==> config.mk <==
export PLATFORM = sky130hd
export DESIGN_NAME = mdu_sequencer
export DESIGN_NICKNAME = d
export VERILOG_FILES = /design/src/rtl/mdu_pkg.sv /design/src/rtl/mdu_iter_step.sv /design/src/rtl/mdu_sequencer.sv
export SDC_FILE = /design/constraint.sdc
export NUM_CORES = 1
export LEC_CHECK = 0
export ABC_AREA = 1
export BUFFER_PORTS_ARGS = -buffer_cell sky130_fd_sc_hd__buf_2
export CAP_MARGIN = 10
export CELL_PAD_IN_SITES_DETAIL_PLACEMENT = 1
export CELL_PAD_IN_SITES_GLOBAL_PLACEMENT = 2
export CORE_AREA = 8 8 260 262
export DETAILED_ROUTE_END_ITERATION = 12
export DIE_AREA = 0 0 268 270
export GPL_ROUTABILITY_DRIVEN = 0
export GPL_TIMING_DRIVEN = 0
export PLACE_DENSITY = 0.88
export REMOVE_ABC_BUFFERS = 1
export SLEW_MARGIN = 10
export SYNTH_ARGS = -nofsm -noshare
export SYNTH_HDL_FRONTEND = slang
export SYNTH_SLANG_ARGS = --single-unit
==> constraint.sdc <==
create_clock -name clk -period 2.5 [get_ports clk]
set_input_delay 0.625 -clock clk [delete_from_list [all_inputs] [get_ports clk]]
set_output_delay 0.625 -clock clk [all_outputs]
set_load 0.1 [all_outputs]
==> src/rtl/mdu_pkg.sv <==
// Shared definitions for the multiply/divide sequencer: funct field codes,
// FSM state encoding, operation kinds and the funct decoder.
package mdu_pkg;

  localparam logic [5:0] F_MFHI  = 6'd16;
  localparam logic [5:0] F_MTHI  = 6'd17;
  localparam logic [5:0] F_MFLO  = 6'd18;
  localparam logic [5:0] F_MTLO  = 6'd19;
  localparam logic [5:0] F_MULT  = 6'd24;
  localparam logic [5:0] F_MULTU = 6'd25;
  localparam logic [5:0] F_DIV   = 6'd26;
  localparam logic [5:0] F_DIVU  = 6'd27;

  typedef enum logic [1:0] {
    S_IDLE,
    S_CALC,
    S_FIX
  } state_t;

  typedef enum logic [2:0] {
    OP_NONE,
    OP_MTHI,
    OP_MTLO,
    OP_MULT,
    OP_MULTU,
    OP_DIV,
    OP_DIVU
  } op_kind_t;

  // Maps the funct field to the operation this block handles; anything
  // else (including MFHI/MFLO, which only read HI/LO) is OP_NONE.
  function automatic op_kind_t decode_funct(input logic [5:0] funct);
    case (funct)
      F_MTHI:  return OP_MTHI;
      F_MTLO:  return OP_MTLO;
      F_MULT:  return OP_MULT;
      F_MULTU: return OP_MULTU;
      F_DIV:   return OP_DIV;
      F_DIVU:  return OP_DIVU;
      default: return OP_NONE;
    endcase
  endfunction

endpackage

==> src/rtl/mdu_iter_step.sv <==
// One iteration of the MDU datapath, purely combinational.
//  multiply: {acc_hi,acc_lo} shift-add, operand = multiplicand, multiplier in acc_lo
//  divide:   restoring trial subtract, acc_hi = partial remainder,
//            acc_lo = dividend bits shifting out / quotient bits shifting in
module mdu_iter_step
  import mdu_pkg::*;
#(
  parameter int unsigned WIDTH = 32
) (
  input  logic             is_div,
  input  logic [WIDTH-1:0] acc_hi,
  input  logic [WIDTH-1:0] acc_lo,
  input  logic [WIDTH-1:0] operand,
  output logic [WIDTH-1:0] next_hi,
  output logic [WIDTH-1:0] next_lo
);

  logic [WIDTH:0]   sum;
  logic [WIDTH:0]   shifted;
  logic [WIDTH-1:0] trial;
  logic             fits;

  // Compute both step flavours and select by operation type.
  always_comb begin
    sum     = {1'b0, acc_hi} + (acc_lo[0] ? {1'b0, operand} : '0);
    shifted = {acc_hi, acc_lo[WIDTH-1]};
    fits    = (shifted >= {1'b0, operand});
    // Only used when fits; the result is then below operand and fits in WIDTH.
    trial   = shifted[WIDTH-1:0] - operand;
    if (is_div) begin
      next_hi = fits ? trial : shifted[WIDTH-1:0];
      next_lo = {acc_lo[WIDTH-2:0], fits};
    end else begin
      next_hi = sum[WIDTH:1];
      next_lo = {sum[0], acc_lo[WIDTH-1:1]};
    end
  end

endmodule

==> src/rtl/mdu_sequencer.sv <==
// Iterative multiply/divide sequencer owning HI/LO. Runs MULT/MULTU/DIV/DIVU
// over WIDTH iteration cycles plus one sign-fix cycle, serves MTHI/MTLO, and
// stalls the pipeline while busy.
// Optional feature: define MDU_FLUSH_EN to add the flush port (abort in-flight op).
module mdu_sequencer
  import mdu_pkg::*;
#(
  parameter int unsigned WIDTH = 32
) (
  input  logic             clk,
  input  logic             reset,
  input  logic             start,
  input  logic [5:0]       funct,
  input  logic [WIDTH-1:0] rs_val,
  input  logic [WIDTH-1:0] rt_val,
  input  logic             mf_req,
`ifdef MDU_FLUSH_EN
  input  logic             flush,
`endif
  output logic [WIDTH-1:0] hi,
  output logic [WIDTH-1:0] lo,
  output logic             busy,
  output logic             done,
  output logic             stall
);

  localparam int unsigned CW = $clog2(WIDTH);

  state_t           state, next_state;
  logic [CW-1:0]    counter;
  logic [WIDTH-1:0] acc_hi, acc_lo, opnd;
  logic             op_div, neg_q, neg_r, div_zero;

  op_kind_t         kind;
  logic             abort, accept, is_md, is_div_kind, signed_op;
  logic             a_neg, b_neg;
  logic [WIDTH-1:0] abs_a, abs_b;
  logic [WIDTH-1:0] step_hi, step_lo;
  logic [2*WIDTH-1:0] prod, prod_fix;
  logic [WIDTH-1:0] q_fix, r_fix, res_hi, res_lo;

`ifdef MDU_FLUSH_EN
  assign abort = flush;
`else
  assign abort = 1'b0;
`endif

  // Decode, operand magnitude preparation and result sign correction.
  always_comb begin
    kind        = decode_funct(funct);
    is_md       = (kind inside {OP_MULT, OP_MULTU, OP_DIV, OP_DIVU});
    is_div_kind = (kind inside {OP_DIV, OP_DIVU});
    signed_op   = (kind inside {OP_MULT, OP_DIV});
    accept      = (state == S_IDLE) && start && !abort;
    a_neg       = signed_op && rs_val[WIDTH-1];
    b_neg       = signed_op && rt_val[WIDTH-1];
    abs_a       = a_neg ? -rs_val : rs_val;
    abs_b       = b_neg ? -rt_val : rt_val;
    prod        = {acc_hi, acc_lo};
    prod_fix    = neg_q ? -prod : prod;
    // Zero divisor leaves an all-ones magnitude quotient; it is reported
    // as all ones regardless of signs, while the remainder naturally
    // reconstructs the dividend after sign correction.
    q_fix       = div_zero ? '1 : (neg_q ? -acc_lo : acc_lo);
    r_fix       = neg_r ? -acc_hi : acc_hi;
    res_hi      = op_div ? r_fix : prod_fix[2*WIDTH-1:WIDTH];
    res_lo      = op_div ? q_fix : prod_fix[WIDTH-1:0];
    busy        = (state != S_IDLE);
    stall       = busy && (start || mf_req);
  end

  mdu_iter_step #(.WIDTH(WIDTH)) u_step (
    .is_div  (op_div),
    .acc_hi  (acc_hi),
    .acc_lo  (acc_lo),
    .operand (opnd),
    .next_hi (step_hi),
    .next_lo (step_lo)
  );

  // State register.
  always_ff @(posedge clk) begin
    if (reset) state <= S_IDLE;
    else       state <= next_state;
  end

  // Next-state logic: IDLE -> CALC (WIDTH steps) -> FIX -> IDLE.
  always_comb begin
    next_state = state;
    case (state)
      S_IDLE: if (accept && is_md) next_state = S_CALC;
      S_CALC: begin
        if (abort)               next_state = S_IDLE;
        else if (counter == '0)  next_state = S_FIX;
      end
      S_FIX:   next_state = S_IDLE;
      default: next_state = S_IDLE;
    endcase
  end

  // Datapath registers, HI/LO and the done pulse.
  always_ff @(posedge clk) begin
    if (reset) begin
      counter  <= '0;
      acc_hi   <= '0;
      acc_lo   <= '0;
      opnd     <= '0;
      op_div   <= 1'b0;
      neg_q    <= 1'b0;
      neg_r    <= 1'b0;
      div_zero <= 1'b0;
      hi       <= '0;
      lo       <= '0;
      done     <= 1'b0;
    end else begin
      done <= 1'b0;
      case (state)
        S_IDLE: begin
          if (accept) begin
            case (kind)
              OP_MTHI: hi <= rs_val;
              OP_MTLO: lo <= rs_val;
              OP_MULT, OP_MULTU, OP_DIV, OP_DIVU: begin
                counter  <= CW'(WIDTH - 1);
                acc_hi   <= '0;
                op_div   <= is_div_kind;
                neg_q    <= a_neg ^ b_neg;
                neg_r    <= is_div_kind && a_neg;
                div_zero <= is_div_kind && (rt_val == '0);
                // Multiply: multiplier shifts through acc_lo.
                // Divide: dividend shifts out of acc_lo.
                acc_lo   <= is_div_kind ? abs_a : abs_b;
                opnd     <= is_div_kind ? abs_b : abs_a;
              end
              default: ;
            endcase
          end
        end
        S_CALC: begin
          acc_hi <= step_hi;
          acc_lo <= step_lo;
          if (counter != '0) counter <= counter - CW'(1);
        end
        S_FIX: begin
          if (!abort) begin
            hi   <= res_hi;
            lo   <= res_lo;
            done <= 1'b1;
          end
        end
        default: ;
      endcase
    end
  end

endmodule

---- Word-level counts from Yosys, hierarchy flattened ----
Index checks and enable logic that the tools add are counted.
word-level totals
  register bits ........................... 172
  input port bits ......................... 74
  output and inout port bits .............. 67
  word-level logic and storage cells ...... 103
operators by class
  $add $sub $neg .......................... 8
  $lt $le $gt $ge ......................... 1
  equal/unequal tests ..................... 21
  multiplexer cells ....................... 35
  bitwise operators ....................... 1
  reduce and logical (&&, ||, !) cells .... 25
operator list
  cell                                                                      number
  32-bit two-way mux                                                        21
  32-bit case mux with 2 select lines                                       4
  32-bit negator                                                            4
  64-bit two-way mux                                                        1
  64-bit negator                                                            1
  6-bit by 5-bit == test with 1-bit output (second input constant)          6
  32-bit by 33-bit adder with 33-bit output                                 1
  33-bit by 32-bit >= comparator with 1-bit output                          1
  32-bit logical NOT                                                        1
  32-bit subtractor                                                         1
  3-bit case mux with 6 select lines                                        1
  5-bit two-way mux                                                         3
  3-bit AND reduction                                                       4
  5-bit case mux with 2 select lines                                        1
  2-bit nonzero test                                                        5
  3-bit == test (second input constant)                                     3
  2-bit by 1-bit inequality test with 1-bit output (second input constant)  4
  1-bit logical AND                                                         7
  3-bit by 2-bit == test with 1-bit output (second input constant)          2
  2-bit inequality test (second input constant)                             3
  5-bit logical NOT                                                         1
  5-bit nonzero test                                                        1
  5-bit by 1-bit subtractor with 5-bit output (second input constant)       1
  2-bit two-way mux                                                         2
  other kinds (12)                                                          12

---- Longest topological paths before layout ----
Gate-level depths: netlist of the first run.
  word-level depth ........................ 10
  mapped depth ............................ 19
  gate-level depth less buffers ........... 17

---- Hierarchy ----
From an unflattened synthesis of the first run, not the netlist that was laid out.
unflattened totals
  cell total of the unflattened synthesis .. 3,456
  area total of the unflattened synthesis .. 18,641.6 um2
by module, submodules not included
  module         times used  cells an instance  area each (um2)  seq. area each (um2)
  mdu_sequencer  1           2,181              12,439.4         3,443.3
  mdu_iter_step  1           1,275              6,202.2          0.0

---- Least setup slack after synthesis of the first run ----
No wires, ideal clock.
  path kind ............................... input to output
  start point ............................. input mf_req
  end point ............................... output stall
  arrival time ............................ 1,912 ps
  required time ........................... 1,875 ps
  setup slack ............................. -37 ps
  cell stages on the path ................. 2
  buffers on the path ..................... 0
  path through ............................ nor2_1 nor2_1
on the way
  longest elaborated chain between the ends .. 2
ends and longest elaborated chain
  element            line                 text
  start, declared    mdu_sequencer.sv:16  input logic mf_req,
  1-bit logical OR   mdu_sequencer.sv:69  stall = busy && (start || mf_req);
  1-bit logical AND  mdu_sequencer.sv:69
  end, declared      mdu_sequencer.sv:24  output logic stall
No other way between the ends.

---- Worst setup path in the final report of the first run ----
  start point ............................. register acc_lo[0]
  end point ............................... register acc_hi[23]
on the way
  longest elaborated chain between the ends .. 4
ends and longest elaborated chain
  element                                    line                  text
  start, declared                            mdu_sequencer.sv:31   logic [WIDTH-1:0] acc_hi, acc_lo, opnd;
  start signal, assigned                     mdu_sequencer.sv:132  acc_lo <= is_div_kind ? abs_a : abs_b;
  start signal, assigned                     mdu_sequencer.sv:141  acc_lo <= step_lo;
  32-bit two-way mux                         mdu_iter_step.sv:25   sum = {1'b0, acc_hi} + (acc_lo[0] ? {1'b0, operand} : '0);
  32-bit by 33-bit adder with 33-bit output  mdu_iter_step.sv:25
  32-bit two-way mux                         mdu_iter_step.sv:30   if (is_div) begin
  32-bit case mux with 2 select lines        mdu_sequencer.sv:117  case (state)
  end signal, assigned                       mdu_sequencer.sv:140  acc_hi <= step_hi;
  end, declared                              mdu_sequencer.sv:31
No other way between the ends.
A chain may end at the register's enable or synchronous reset.

==> qor.tcl, run 1 <==
set qor(htree_levels) 4
set qor(timing.reg2reg.setup_slack_ns) -0.04
set qor(layout_setup_ws_ns) -0.04003
set qor(first_pass_iters) 6
set qor(route.detailed.vias_per_inst) 5.503
set qor(post-route-util_pct) 35.84
set qor(antenna_violating_nets_post_route) 0
set qor(crit_path_start) {acc_lo[0]}
set qor(setup_violations) 9
set qor(worst_ep_required_time_ns) 2.81
set qor(synthCells) 3313
set qor(wl_met1_um) 42970
set qor(finalWirelength_um) 99890
set qor(clock_latency_on_the_worst_skew_pair_ns) 0.50
set qor(yosys_warnings) 0
set qor(max_cap_violations) 0
set qor(pre_cts_setup_slack_ns) -1.909
set qor(tritoncts) {yes}
set qor(timing.hold.worst.start) {rs_val[0]}
set qor(synth.cell_area_mm2) 0.01817
set qor(ioPinCount) 141
set qor(numPortBuffers) 140
set qor(final_min_period_over_clock_period_pct) 101.6
set qor(core_area_mm2) 0.06365
set qor(max_freq_mhz) 393.7
set qor(synthesis.area_per_instance_um2) 5.483
set qor(layout_commonest_cell) {nand2_1}
set qor(leading_cell_types_in_the_layout_fill_and_taps_excluded) {849 x nand2_1, 417 x inv_1, 356 x nor2_1}
set qor(ctsLongestPathBuffers) 2
set qor(rows) 93
set qor(tightestPinTransition_ns) 1.235
set qor(r2r.worst_path.cells) 13
set qor(drc) 0
set qor(hold_slack_ns) 0.4527
set qor(grt_antenna_before_repair) 1
set qor(met2WireLength_um) 43220
set qor(setup.worst_path.class) {reg2reg}
set qor(cts_made_buffers) 17
set qor(worstReg2RegStart) {acc_lo[0]}
set qor(maxUsedRoutingLayer) {met4}
set qor(finClkSkew_ns) 0.02755
set qor(initial_core_util_pct) 28.54
set qor(wl_met3_um) 7805
set qor(drt_iter0_drc) 2142
set qor(first_global_vias) 22250
set qor(cellPowerDensity_mw_per_mm2) 347.4
set qor(yosys_most_used_dff) {dfxtp_1}
set qor(timing.rr.end) {acc_hi[23]}
set qor(cts.root.buffer_cell) {clkbuf_16}
set qor(timing_max_transition_violations_final) 0
set qor(async_reset_ff_share_pct) 0
set qor(detailed_place_hpwl_um) 74100
set qor(worst_hold_path_type) {in2reg}
set qor(status) {complete, but fails checks}
set qor(fin_nets) 3585
set qor(maximum_number_of_pins_on_one_net_before_global_route_repair) 124
set qor(final.fill_count) 8540
set qor(edff_count_synth) 0
set qor(worst_hold_path.endpoint) {opnd[0]}
set qor(rsz0062_at_grt) {yes}
set qor(setup.worst_path.end_class) {flop}
set qor(grt_pass1_wl_um) 141600
set qor(place_area_mm2) 0.01963
set qor(floorplan.die.width_um) 268
set qor(cts_hold_buf) 0
set qor(total_via_count_in_the_routed_design) 23710
set qor(timing.slew.headroom_pct) 17.64
set qor(final_area_mm2) 0.02281
set qor(grt.overflow.total) 0
set qor(finalHoldViolCount) 0
set qor(floorplan.die_area_mm2) 0.07236
set qor(peakVddDrop_mv) 0.5732
set qor(yosys.cell_types.count) 51
set qor(startpoint_class_of_the_critical_path) {flop}
set qor(grt_util_all_layers_pct) 25.71
set qor(share_of_synthesized_area_occupied_by_flip_flops_and_latches_pct) 18.95
set qor(dieHeight_um) 270
set qor(fin_crit_ns) 2.540
set qor(crit_fanout) 6
set qor(synth.ff_latch_count) 172
set qor(clk_transition_reported_paths_ns) 0.07
set qor(violations) {negative setup slack}
set qor(wire_per_inst_um) 23.19
set qor(power.leakage_nw) 11.10
set qor(drive_gt1_share_pct) 20.22
set qor(tritoncts_num_sinks) 172
set qor(hold-path-cell-count) 3
set qor(flow.area_growth_from_synthesis_pct) 25.58
set qor(timing.critical_path.arrival_ns) 2.85
synthesized netlist by cell type, types with 19 or more instances:
library cell	count	area share, %
inv_1	461	9.5
clkbuf_1	73	1.5
o21ai_0	249	6.9
nand2_1	931	19
a21oi_1	250	6.9
o211ai_1	43	1.8
ha_1	70	4.8
dfxtp_1	172	19
nand4_1	49	1.7
nor2_2	22	0.76
buf_2	29	0.80
nor3_1	27	0.74
xor2_1	46	2.2
nand3_1	284	7.8
nor2_1	401	8.3
nand3b_1	19	0.79
cells by family (layout without fill, tap and decap cells):
logic type,after synthesis,in the layout,synth area share [%]
buffers and inverters,603,733,12.98
AOI/OAI and AO/OA,629,629,19.09
DFF,172,172,18.95
adders and majority gates,72,72,5.042
xor gates and xnor gates,56,56,2.700
and+or+nand+nor,1781,1790,41.24
other,0,1,0
report_power, final:
part / internal (mW) / switching [mW] / total, mW
logic: 0.650 / 1.62 / 2.27
registers: 2.76 / 0.0636 / 2.82
clock network: 1.42 / 1.41 / 2.83
state kept, by name, indices dropped and copies added, names as in the netlist:
| signal | cells |
|---|---|
| hi | 32 |
| state | 2 |
| acc_hi | 32 |
| counter | 5 |
| div_zero | 1 |
| op_div | 1 |
| done | 1 |
| opnd | 32 |
| neg_q | 1 |
| acc_lo | 32 |
| neg_r | 1 |
| lo | 32 |
repair_timing:
action | CTS | global route
pin swaps | 17 | 49
gates resized for setup | 252 | 246
cloned | 10 | 3
endpoints found under the setup margin | 166 | 120
setup buffers | 25 | 45
how the worst max path moves through the flow:
stage	to	slack, ns
after floorplan	hi[1]	-2.54
after global placement	hi[2]	-7.25
after detailed placement	opnd[27]	-1.91
after CTS	acc_hi[28]	-0.06
after global routing	acc_hi[26]	-0.14
final	acc_hi[23]	-0.04
metal layers:
layer	global-route usage, %	up-vias
met3	3.504	231
li1	-	10960
met2	38.91	1031
met4	13.49	0
met1	35.05	11490
met5	0	-
critical path, stage by stage, from the launching register on:
cell	delay, ns
dfxtp_4	0.38
bufbuf_16	0.28
nand2_2	0.12
inv_1	0.12
ha_4	0.33
nand2_2	0.11
nor2_4	0.16
nand2_2	0.10
nor4_2	0.21
nand2_2	0.13
nand4_1	0.12
nand3_2	0.12
nand3_1	0.10
a21oi_1	0.06
stage by stage:
step,total power [mW],instances,setup TNS (ns)
2_1_floorplan,4.033,3188,-265.18
5_1_grt,8.178,4308,-2.204
3_3_place_gp,4.716,4183,-910.25
3_5_place_dp,4.744,4193,-189.64
6_report,7.925,4308,-0.1887
4_1_cts,7.714,4260,-0.3120
area by class of cell:
cell class | instances | area, µm² | share of cell area (%)
Antenna cell | 1 | 2.502 | 0.01097
Clock buffer | 18 | 429.2 | 1.881
Clock inverter | 14 | 152.6 | 0.6691
Inverter | 478 | 1851 | 8.112
Multi-Input combinational cell | 2547 | 14180 | 62.18
Sequential cell | 172 | 3573 | 15.66
Tap cell | 855 | 1070 | 4.689
Timing Repair Buffer | 221 | 1535 | 6.730
Timing Repair inverter | 2 | 15.01 | 0.06581
(Power assumes the default switching activity.)
==> run 2, diff against run 1 <==
--- a/config.mk
+++ b/config.mk
@@ -10,9 +10,9 @@
 export CAP_MARGIN = 10
 export CELL_PAD_IN_SITES_DETAIL_PLACEMENT = 1
 export CELL_PAD_IN_SITES_GLOBAL_PLACEMENT = 2
-export CORE_AREA = 8 8 260 262
+export CORE_AREA = 8 8 289 235
 export DETAILED_ROUTE_END_ITERATION = 12
-export DIE_AREA = 0 0 268 270
+export DIE_AREA = 0 0 297 243
 export GPL_ROUTABILITY_DRIVEN = 0
 export GPL_TIMING_DRIVEN = 0
 export PLACE_DENSITY = 0.88
==> run 2 against run 1 <==
Compared with the run above: the run still ends with negative setup slack left; power increased by 1.9%; register-to-register slack about the same; design area decreased by 0.92%; sequential power about the same; die area decreased by 0.26%; maximum frequency increased by 0.33%; critical path type unchanged; global-route usage decreased by 0.51 points; via count decreased by 0.53%; sequential cell count unchanged.
==> qor.tcl, run 2 (synthesis results as in run 1) <==
set qor(core_area_mm2) 0.06335 ;# was 0.06365 mm²
set qor(setup.worst_path.class) {reg2reg} ;# unchanged
set qor(setup.worst_path.end_class) {flop} ;# unchanged
set qor(grt_antenna_before_repair) 3 ;# was 1
set qor(ctsLongestPathBuffers) 2 ;# unchanged
set qor(clock_power_share_pct) 37.2 ;# was 35.7%
set qor(power_mw) 8.073 ;# was 7.925 mW
set qor(timing.reg2reg.setup_slack_ns) -0.03 ;# was -0.04 ns
set qor(cts_hold_buf) 0 ;# unchanged
set qor(drt_iter0_drc) 2593 ;# was 2,142
set qor(max_freq_mhz) 395.0 ;# was 393.7 MHz
set qor(power.leakage_nw) 11.03 ;# was 11.10 nW
set qor(drc) 0 ;# unchanged
set qor(layout_commonest_cell) {nand2_1} ;# unchanged
set qor(clock_latency_on_the_worst_skew_pair_ns) 0.49 ;# was 0.50 ns
set qor(violations) {negative setup slack} ;# unchanged
set qor(seqPwrFrac_pct) 34.8 ;# was 35.6%
set qor(total_via_count_in_the_routed_design) 23580 ;# was 23,710
set qor(crit_chain) {ha_4 > nand2_1 > inv_1 > a21oi_2 > a21oi_2 > nor2_4 > buf_6 > nand2_8 > nor2_4 > nand2_1 > nand3_1 > nand2_1 > a21oi_1} ;# was bufbuf_16 > nand2_2 > inv_1 > ha_4 > nand2_2 > nor2_4 > nand2_2 > nor4_2 > nand2_2 > nand4_1 > nand3_2 > nand3_1 > a21oi_1
set qor(critical_path.most_common_cell) {nand2_1} ;# was nand2_2
set qor(finalWirelength_um) 98130 ;# was 99,890 µm
set qor(initial_core_util_pct) 28.68 ;# was 28.54%
set qor(post_layout_nonfiller_instances) 4307 ;# was 4,308
set qor(first_pass_iters) 5 ;# was 6
set qor(cts_made_buffers) 17 ;# unchanged
set qor(tightestPinTransition_ns) 1.238 ;# was 1.235 ns
set qor(status) {complete, but fails checks} ;# unchanged
set qor(internal_power_mw) 4.751 ;# was 4.823 mW
set qor(floorplan.die_area_mm2) 0.07217 ;# was 0.07236 mm²
set qor(worst_hold_path_type) {in2reg} ;# unchanged
set qor(final_min_period_over_clock_period_pct) 101.3 ;# was 101.6%
set qor(critical_path.top_delay_family) {simple AND/OR/NAND/NOR gates} ;# unchanged
set qor(htree_levels) 4 ;# unchanged
set qor(finalHoldViolCount) 0 ;# unchanged
set qor(n_antenna_cell) 0 ;# was 1
set qor(wire_per_inst_um) 22.78 ;# was 23.19 µm
set qor(placed_cells) 4189 ;# was 4,193
set qor(fin_nets) 3590 ;# was 3,585
set qor(p_comb_share_pct) 28.0 ;# was 28.7%
set qor(tritoncts) {yes} ;# unchanged
set qor(drive_gt1_share_pct) 18.51 ;# was 20.22%
set qor(cellPowerDensity_mw_per_mm2) 357.2 ;# was 347.4 mW/mm²
set qor(dieHeight_um) 243 ;# was 270 µm
set qor(switching_share_pct) 41.16 ;# was 39.14%
set qor(fin_crit_ns) 2.532 ;# was 2.540 ns
set qor(place_area_mm2) 0.01966 ;# was 0.01963 mm²
set qor(peakVddDrop_mv) 0.4192 ;# was 0.5732 mV
set qor(cpMaxStageDelayCell) {dfxtp_2} ;# was dfxtp_4
set qor(cts.root.buffer_cell) {clkbuf_16} ;# unchanged
set qor(final_area_mm2) 0.02260 ;# was 0.02281 mm²
set qor(clk_transition_reported_paths_ns) 0.09 ;# was 0.07 ns
set qor(antenna_violating_nets_post_route) 0 ;# unchanged
set qor(maximum_number_of_pins_on_one_net_before_global_route_repair) 121 ;# was 124
set qor(grt_util_all_layers_pct) 25.20 ;# was 25.71%
set qor(rows) 83 ;# was 93
set qor(crit_fanout) 10 ;# was 6
set qor(first_global_vias) 21910 ;# was 22,250
set qor(floorplan.die.width_um) 297 ;# was 268 µm
set qor(timing_max_transition_violations_final) 0 ;# unchanged
set qor(timing.slew.headroom_pct) 17.48 ;# was 17.64%
set qor(detailed_place_hpwl_um) 73640 ;# was 74,100 µm
set qor(numPortBuffers) 140 ;# unchanged
set qor(rsz0062_at_grt) {yes} ;# unchanged
set qor(hold_slack_ns) 0.4719 ;# was 0.4527 ns
set qor(max_cap_violations) 0 ;# unchanged
set qor(pre_cts_setup_slack_ns) -1.907 ;# was -1.909 ns
set qor(worst_ep_required_time_ns) 2.89 ;# was 2.81 ns
set qor(finClkSkew_ns) 0.02159 ;# was 0.02755 ns
set qor(ioPinCount) 141 ;# unchanged
set qor(timing.critical_path.arrival_ns) 2.93 ;# was 2.85 ns
set qor(grt_pass1_wl_um) 141400 ;# was 141,600 µm
set qor(critical_path.n_buffers_inverters) 2 ;# unchanged
set qor(post-route-util_pct) 35.68 ;# was 35.84%
set qor(route.detailed.vias_per_inst) 5.476 ;# was 5.503
set qor(switching_power_mw) 3.323 ;# was 3.102 mW
set qor(setup_violations) 2 ;# was 9
set qor(tritoncts_num_sinks) 172 ;# unchanged
set qor(startpoint_class_of_the_critical_path) {flop} ;# unchanged
set qor(grt.overflow.total) 0 ;# unchanged
set qor(layout_setup_ws_ns) -0.03175 ;# was -0.04003 ns
set qor(leading_cell_types_in_the_layout_fill_and_taps_excluded) {868 x nand2_1, 442 x inv_1, 360 x nor2_1} ;# was 849 x nand2_1, 417 x inv_1, 356 x nor2_1
set qor(critical_path.max_stage_delay_ns) 0.54 ;# was 0.38 ns
set qor(flow.area_growth_from_synthesis_pct) 24.42 ;# was 25.58%
set qor(tns_ns) -0.03706 ;# was -0.1887 ns
run 2: repair_timing:
action,in CTS,in global routing
resized for setup,208,191
setup buffers,29,48
pin swaps,18,40
setup endpoints to repair,166,104
gates cloned,8,1
run 2: layout make-up:
class / count / area [µm²]
flip-flops and latches: 172 / 3588
well taps: 850 / 1064
repair buffers: 229 / 1650
repair inverters: 2 / 12.51
clock buffers: 17 / 425.4
fillers: 8539 / 40750
inverters: 478 / 1859
clock inverters: 15 / 214.0
multi-input cells: 2544 / 13790
run 2: routing by layer:
| metal | track usage (%) | up-vias | wire length, µm |
|---|---|---|---|
| met2 | 36.54 | 1055 | 40230 |
| met1 | 36.23 | 11420 | 45020 |
| met3 | 7.072 | 163 | 10240 |
| met4 | 6.198 | 6 | 2401 |
| met5 | 0 | - | 248 |
| li1 | - | 10940 | - |
run 2: final timing paths:
kind / from / endpoint / cells after the start
hold reg to reg: lo[9] / lo[9] / 2
setup / recovery: acc_hi[23] / acc_hi[7] / 13
setup reg to reg: acc_hi[23] / acc_hi[7] / 13
hold / removal: rs_val[1] / lo[1] / 3
run 2: worst register-to-register path: cells and delay by family (launching register included):
kind | cells | cell delay (ns)
adder cells (fa/ha/maj) | 1 | 0.28
AO/OA/AOI/OAI | 3 | 0.48
buffers and inverters | 2 | 0.24
AND/OR/NAND/NOR | 7 | 0.89
flip-flops | 1 | 0.54
run 2: power by group through the flow:
| stage | clock (mW) | sequential (mW) | combinational (mW) |
|---|---|---|---|
| after floorplan | 0 | 3.02 | 1.02 |
| after global placement | 0 | 2.92 | 1.81 |
| after detailed placement | 0 | 2.91 | 1.86 |
| after CTS | 2.98 | 2.83 | 2.06 |
| after global routing | 3.10 | 2.82 | 2.38 |
| final | 3.00 | 2.81 | 2.26 |
==> run 3, diff against run 2 <==
--- a/config.mk
+++ b/config.mk
@@ -10,14 +10,15 @@
 export CAP_MARGIN = 10
 export CELL_PAD_IN_SITES_DETAIL_PLACEMENT = 1
 export CELL_PAD_IN_SITES_GLOBAL_PLACEMENT = 2
-export CORE_AREA = 8 8 289 235
+export CORE_AREA = 8 8 293 238
 export DETAILED_ROUTE_END_ITERATION = 12
-export DIE_AREA = 0 0 297 243
+export DIE_AREA = 0 0 301 246
 export GPL_ROUTABILITY_DRIVEN = 0
 export GPL_TIMING_DRIVEN = 0
-export PLACE_DENSITY = 0.88
+export PLACE_DENSITY = 0.89
 export REMOVE_ABC_BUFFERS = 1
 export SLEW_MARGIN = 10
 export SYNTH_ARGS = -nofsm -noshare
 export SYNTH_HDL_FRONTEND = slang
+export SYNTH_HIERARCHICAL = 1
 export SYNTH_SLANG_ARGS = --single-unit
==> run 3 against run 2 <==
Compared with the run above: the run still ends with negative setup slack left; hold slack got worse by 0.033 ns; register-to-register slack got worse by 0.12 ns; clock power fell by 2%; die area rose by 2.6%; area after synthesis rose by 2.6%; combinational power rose by 14%; critical path depth rose by 1; global-route usage rose by 0.26 points; worst setup slack got worse by 0.12 ns; critical endpoint is now acc_hi[8].
==> qor.tcl, run 3 <==
set qor(finClkSkew_ns) 0.01412 ;# was 0.02159 ns
set qor(switching_power_mw) 3.269 ;# was 3.323 mW
set qor(violations) {negative setup slack} ;# unchanged
set qor(core_area_mm2) 0.06495 ;# was 0.06335 mm²
set qor(setup.worst_path.class) {reg2reg} ;# unchanged
set qor(tritoncts) {yes} ;# unchanged
set qor(timing_max_transition_violations_final) 0 ;# unchanged
set qor(synth.top_cells.by_count) {1,156 x nand2_1, 461 x inv_1, 396 x nor2_1, 266 x nand3_1, 242 x o21ai_0} ;# was 931 x nand2_1, 461 x inv_1, 401 x nor2_1, 284 x nand3_1, 250 x a21oi_1
set qor(antenna_violating_nets_post_route) 0 ;# unchanged
set qor(route.detailed.vias_per_inst) 5.488 ;# was 5.476
set qor(layout_commonest_cell) {nand2_1} ;# unchanged
set qor(cellPowerDensity_mw_per_mm2) 354.8 ;# was 357.2 mW/mm²
set qor(finalHoldViolCount) 0 ;# unchanged
set qor(p_comb_share_pct) 30.9 ;# was 28.0%
set qor(grt_antenna_before_repair) 3 ;# unchanged
set qor(clk_transition_reported_paths_ns) 0.08 ;# was 0.09 ns
set qor(initial_core_util_pct) 28.70 ;# was 28.68%
set qor(clock_latency_on_the_worst_skew_pair_ns) 0.48 ;# was 0.49 ns
set qor(fin_crit_ns) 2.649 ;# was 2.532 ns
set qor(worst_hold_path_type) {in2reg} ;# unchanged
set qor(floorplan.die_area_mm2) 0.07405 ;# was 0.07217 mm²
set qor(numPortBuffers) 140 ;# unchanged
set qor(post-route-util_pct) 36.14 ;# was 35.68%
set qor(grt_pass1_wl_um) 145200 ;# was 141,400 µm
set qor(finalWirelength_um) 102300 ;# was 98,130 µm
set qor(synth.top_cell.area_share_pct) 23.28 ;# was 19.24%
set qor(status) {complete, but fails checks} ;# unchanged
set qor(synth_top_cell_by_area) {nand2_1} ;# unchanged
set qor(timing.critical_path.arrival_ns) 2.96 ;# was 2.93 ns
set qor(first_pass_iters) 5 ;# unchanged
set qor(grt_util_all_layers_pct) 25.46 ;# was 25.20%
set qor(tns_ns) -0.6728 ;# was -0.03706 ns
set qor(cts.root.buffer_cell) {clkbuf_16} ;# unchanged
set qor(synthCells) 3456 ;# was 3,313
set qor(maximum_number_of_pins_on_one_net_before_global_route_repair) 65 ;# was 121
set qor(edff_count_synth) 0 ;# unchanged
set qor(wire_per_inst_um) 22.84 ;# was 22.78 µm
set qor(final_min_period_over_clock_period_pct) 105.9 ;# was 101.3%
set qor(rows) 84 ;# was 83
set qor(first_global_vias) 22840 ;# was 21,910
set qor(internal_power_mw) 5.061 ;# was 4.751 mW
set qor(startpoint_class_of_the_critical_path) {flop} ;# unchanged
set qor(timing.slew.headroom_pct) 19.27 ;# was 17.48%
set qor(rsz0062_at_grt) {yes} ;# unchanged
set qor(fin_nets) 3750 ;# was 3,590
set qor(switching_share_pct) 39.24 ;# was 41.16%
set qor(drc) 0 ;# unchanged
set qor(peakVddDrop_mv) 0.3542 ;# was 0.4192 mV
set qor(total_via_count_in_the_routed_design) 24570 ;# was 23,580
set qor(leading_cell_types_in_the_layout_fill_and_taps_excluded) {1,079 x nand2_1, 443 x inv_1, 340 x nor2_1} ;# was 868 x nand2_1, 442 x inv_1, 360 x nor2_1
set qor(synth.most_common_cell) {nand2_1} ;# unchanged
set qor(htree_levels) 4 ;# unchanged
set qor(max_freq_mhz) 377.6 ;# was 395.0 MHz
set qor(ctsLongestPathBuffers) 2 ;# unchanged
set qor(critical_path.max_stage_delay_ns) 0.46 ;# was 0.54 ns
set qor(ys_top_cells_by_area) {nand2_1 23%, dfxtp_1 18%, inv_1 9.3%} ;# was nand2_1 19%, dfxtp_1 19%, inv_1 9.5%
set qor(n_antenna_cell) 0 ;# unchanged
set qor(worst_ep_required_time_ns) 2.81 ;# was 2.89 ns
set qor(crit_fanout) 7 ;# was 10
set qor(drt_iter0_drc) 2558 ;# was 2,593
set qor(seqPwrFrac_pct) 33.6 ;# was 34.8%
set qor(setup_violations) 20 ;# was 2
set qor(cpMaxStageDelayCell) {dfxtp_4} ;# was dfxtp_2
set qor(detailed_place_hpwl_um) 75550 ;# was 73,640 µm
set qor(layout_setup_ws_ns) -0.1486 ;# was -0.03175 ns
set qor(flow.area_growth_from_synthesis_pct) 25.93 ;# was 24.42%
set qor(drive_gt1_share_pct) 18.88 ;# was 18.51%
set qor(yosys_most_used_dff) {dfxtp_1} ;# unchanged
set qor(synthesis.area_per_instance_um2) 5.394 ;# was 5.483 µm²
set qor(grt.overflow.total) 0 ;# unchanged
set qor(tritoncts_num_sinks) 172 ;# unchanged
set qor(setup.worst_path.end_class) {flop} ;# unchanged
set qor(async_reset_ff_share_pct) 0 ;# unchanged
set qor(cts_hold_buf) 0 ;# unchanged
set qor(power.leakage_nw) 11.59 ;# was 11.03 nW
set qor(cts_made_buffers) 17 ;# unchanged
set qor(tightestPinTransition_ns) 1.198 ;# was 1.238 ns
set qor(share_of_synthesized_area_occupied_by_flip_flops_and_latches_pct) 18.47 ;# was 18.95%
set qor(clock_power_share_pct) 35.4 ;# was 37.2%
set qor(dieHeight_um) 246 ;# was 243 µm
set qor(yosys_warnings) 6 ;# was 0
set qor(ioPinCount) 141 ;# unchanged
set qor(critical_path.most_common_cell) {nand2_1} ;# unchanged
set qor(yosys.cell_types.count) 49 ;# was 51
set qor(synth.ff_latch_count) 172 ;# unchanged
set qor(max_cap_violations) 0 ;# unchanged
set qor(crit_chain) {nand2_1 > inv_1 > ha_2 > a21oi_4 > nand2_2 > nand3_1 > nand2_2 > nand2_1 > nand2_1 > or2_2 > nand3_1 > nand2_1 > nand2_2 > a21oi_2} ;# was ha_4 > nand2_1 > inv_1 > a21oi_2 > a21oi_2 > nor2_4 > buf_6 > nand2_8 > nor2_4 > nand2_1 > nand3_1 > nand2_1 > a21oi_1
set qor(synth.cell_area_mm2) 0.01864 ;# was 0.01817 mm²
set qor(floorplan.die.width_um) 301 ;# was 297 µm
[run 3: changes by cell type in the layout (fill, tap and decap cells not counted), moves of 21 or more]
cell,previous run,this run
a21oi_1,227,204
dfxtp_4,33,56
nand2_1,868,1079
nand3_1,271,248
nand3b_1,19,47
o211ai_1,43,22
[run 3: path summary, 6_finish.rpt]
kind	from	end	slack, ns	depth (start not counted)
worst max register to register	acc_lo[0]	acc_hi[8]	-0.15	14
worst min register to register	counter[4]	counter[4]	0.50	2
worst max-delay path	acc_lo[0]	acc_hi[8]	-0.15	14
worst min-delay path	rt_val[0]	opnd[0]	0.44	3
[run 3: area by class of cell]
cell class / count / area, µm²
Fill cell: 8732 / 41480
Inverter: 465 / 1792
Tap cell: 860 / 1076
Timing Repair inverter: 5 / 35.03
Timing Repair Buffer: 242 / 1851
Clock inverter: 10 / 128.9
Clock buffer: 22 / 474.2
Multi-Input combinational cell: 2701 / 14450
Sequential cell: 172 / 3671
[run 3: layer usage]
| layer | vias to the layer above | GRT usage, % | share of wire [%] |
|---|---|---|---|
| li1 | 11300 | - | - |
| met3 | 165 | 6.211 | 11 |
| met1 | 11860 | 37.30 | 45 |
| met5 | - | 0 | 0.0088 |
| met4 | 2 | 7.376 | 3.3 |
| met2 | 1241 | 36.28 | 41 |
[run 3: kinds of logic (layout without fill, tap and decap cells)]
family / Yosys count / after routing / synth area share, %
buffers and inverters: 589 / 744 / 12.52
and+or+nand+nor: 2020 / 2026 / 45.86
adders and majority gates: 72 / 72 / 4.913
DFF: 172 / 172 / 18.47
AOI/OAI and AO/OA: 535 / 535 / 15.05
xor gates and xnor gates: 68 / 68 / 3.195
[run 3: worst max-delay path, delay by kind of cell (launching register included)]
kind	cells	cell delay, ns
flip-flops	1	0.46
adder cells (fa/ha/maj)	1	0.33
AND/OR/NAND/NOR	10	1.34
buffers and inverters	1	0.09
AO/OA/AOI/OAI	2	0.26
[run 3: per-stage QoR]
stage / setup WS [ns] / hold slack [ns] / instance area [µm²] / total power [mW] / instances
floorplan: -1.743 / 0.4521 / 18050 / 4.188 / 3332
global placement: -6.303 / 0.4840 / 19830 / 4.929 / 4332
detailed placement: -1.522 / 0.4938 / 20170 / 4.973 / 4345
CTS: -0.01212 / 0.4170 / 22220 / 8.090 / 4428
global route: -0.2370 / 0.4374 / 23480 / 8.584 / 4477
finish: -0.1486 / 0.4388 / 23480 / 8.329 / 4477
[run 3: timing repair]
action	in CTS	in global routing
setup buffers	42	45
pin swaps	24	30
resized for setup	263	235
gates cloned	9	4
setup endpoints to repair	160	111
[run 3: power by group through the flow]
| stage | Combinational (mW) | Clock, mW | Sequential [mW] |
|---|---|---|---|
| final | 2.58 | 2.95 | 2.80 |
| after global routing | 2.73 | 3.05 | 2.80 |
| after CTS | 2.36 | 2.92 | 2.81 |
| after detailed placement | 2.06 | 0 | 2.92 |
| after global placement | 2.00 | 0 | 2.92 |
| after floorplan | 1.13 | 0 | 3.05 |
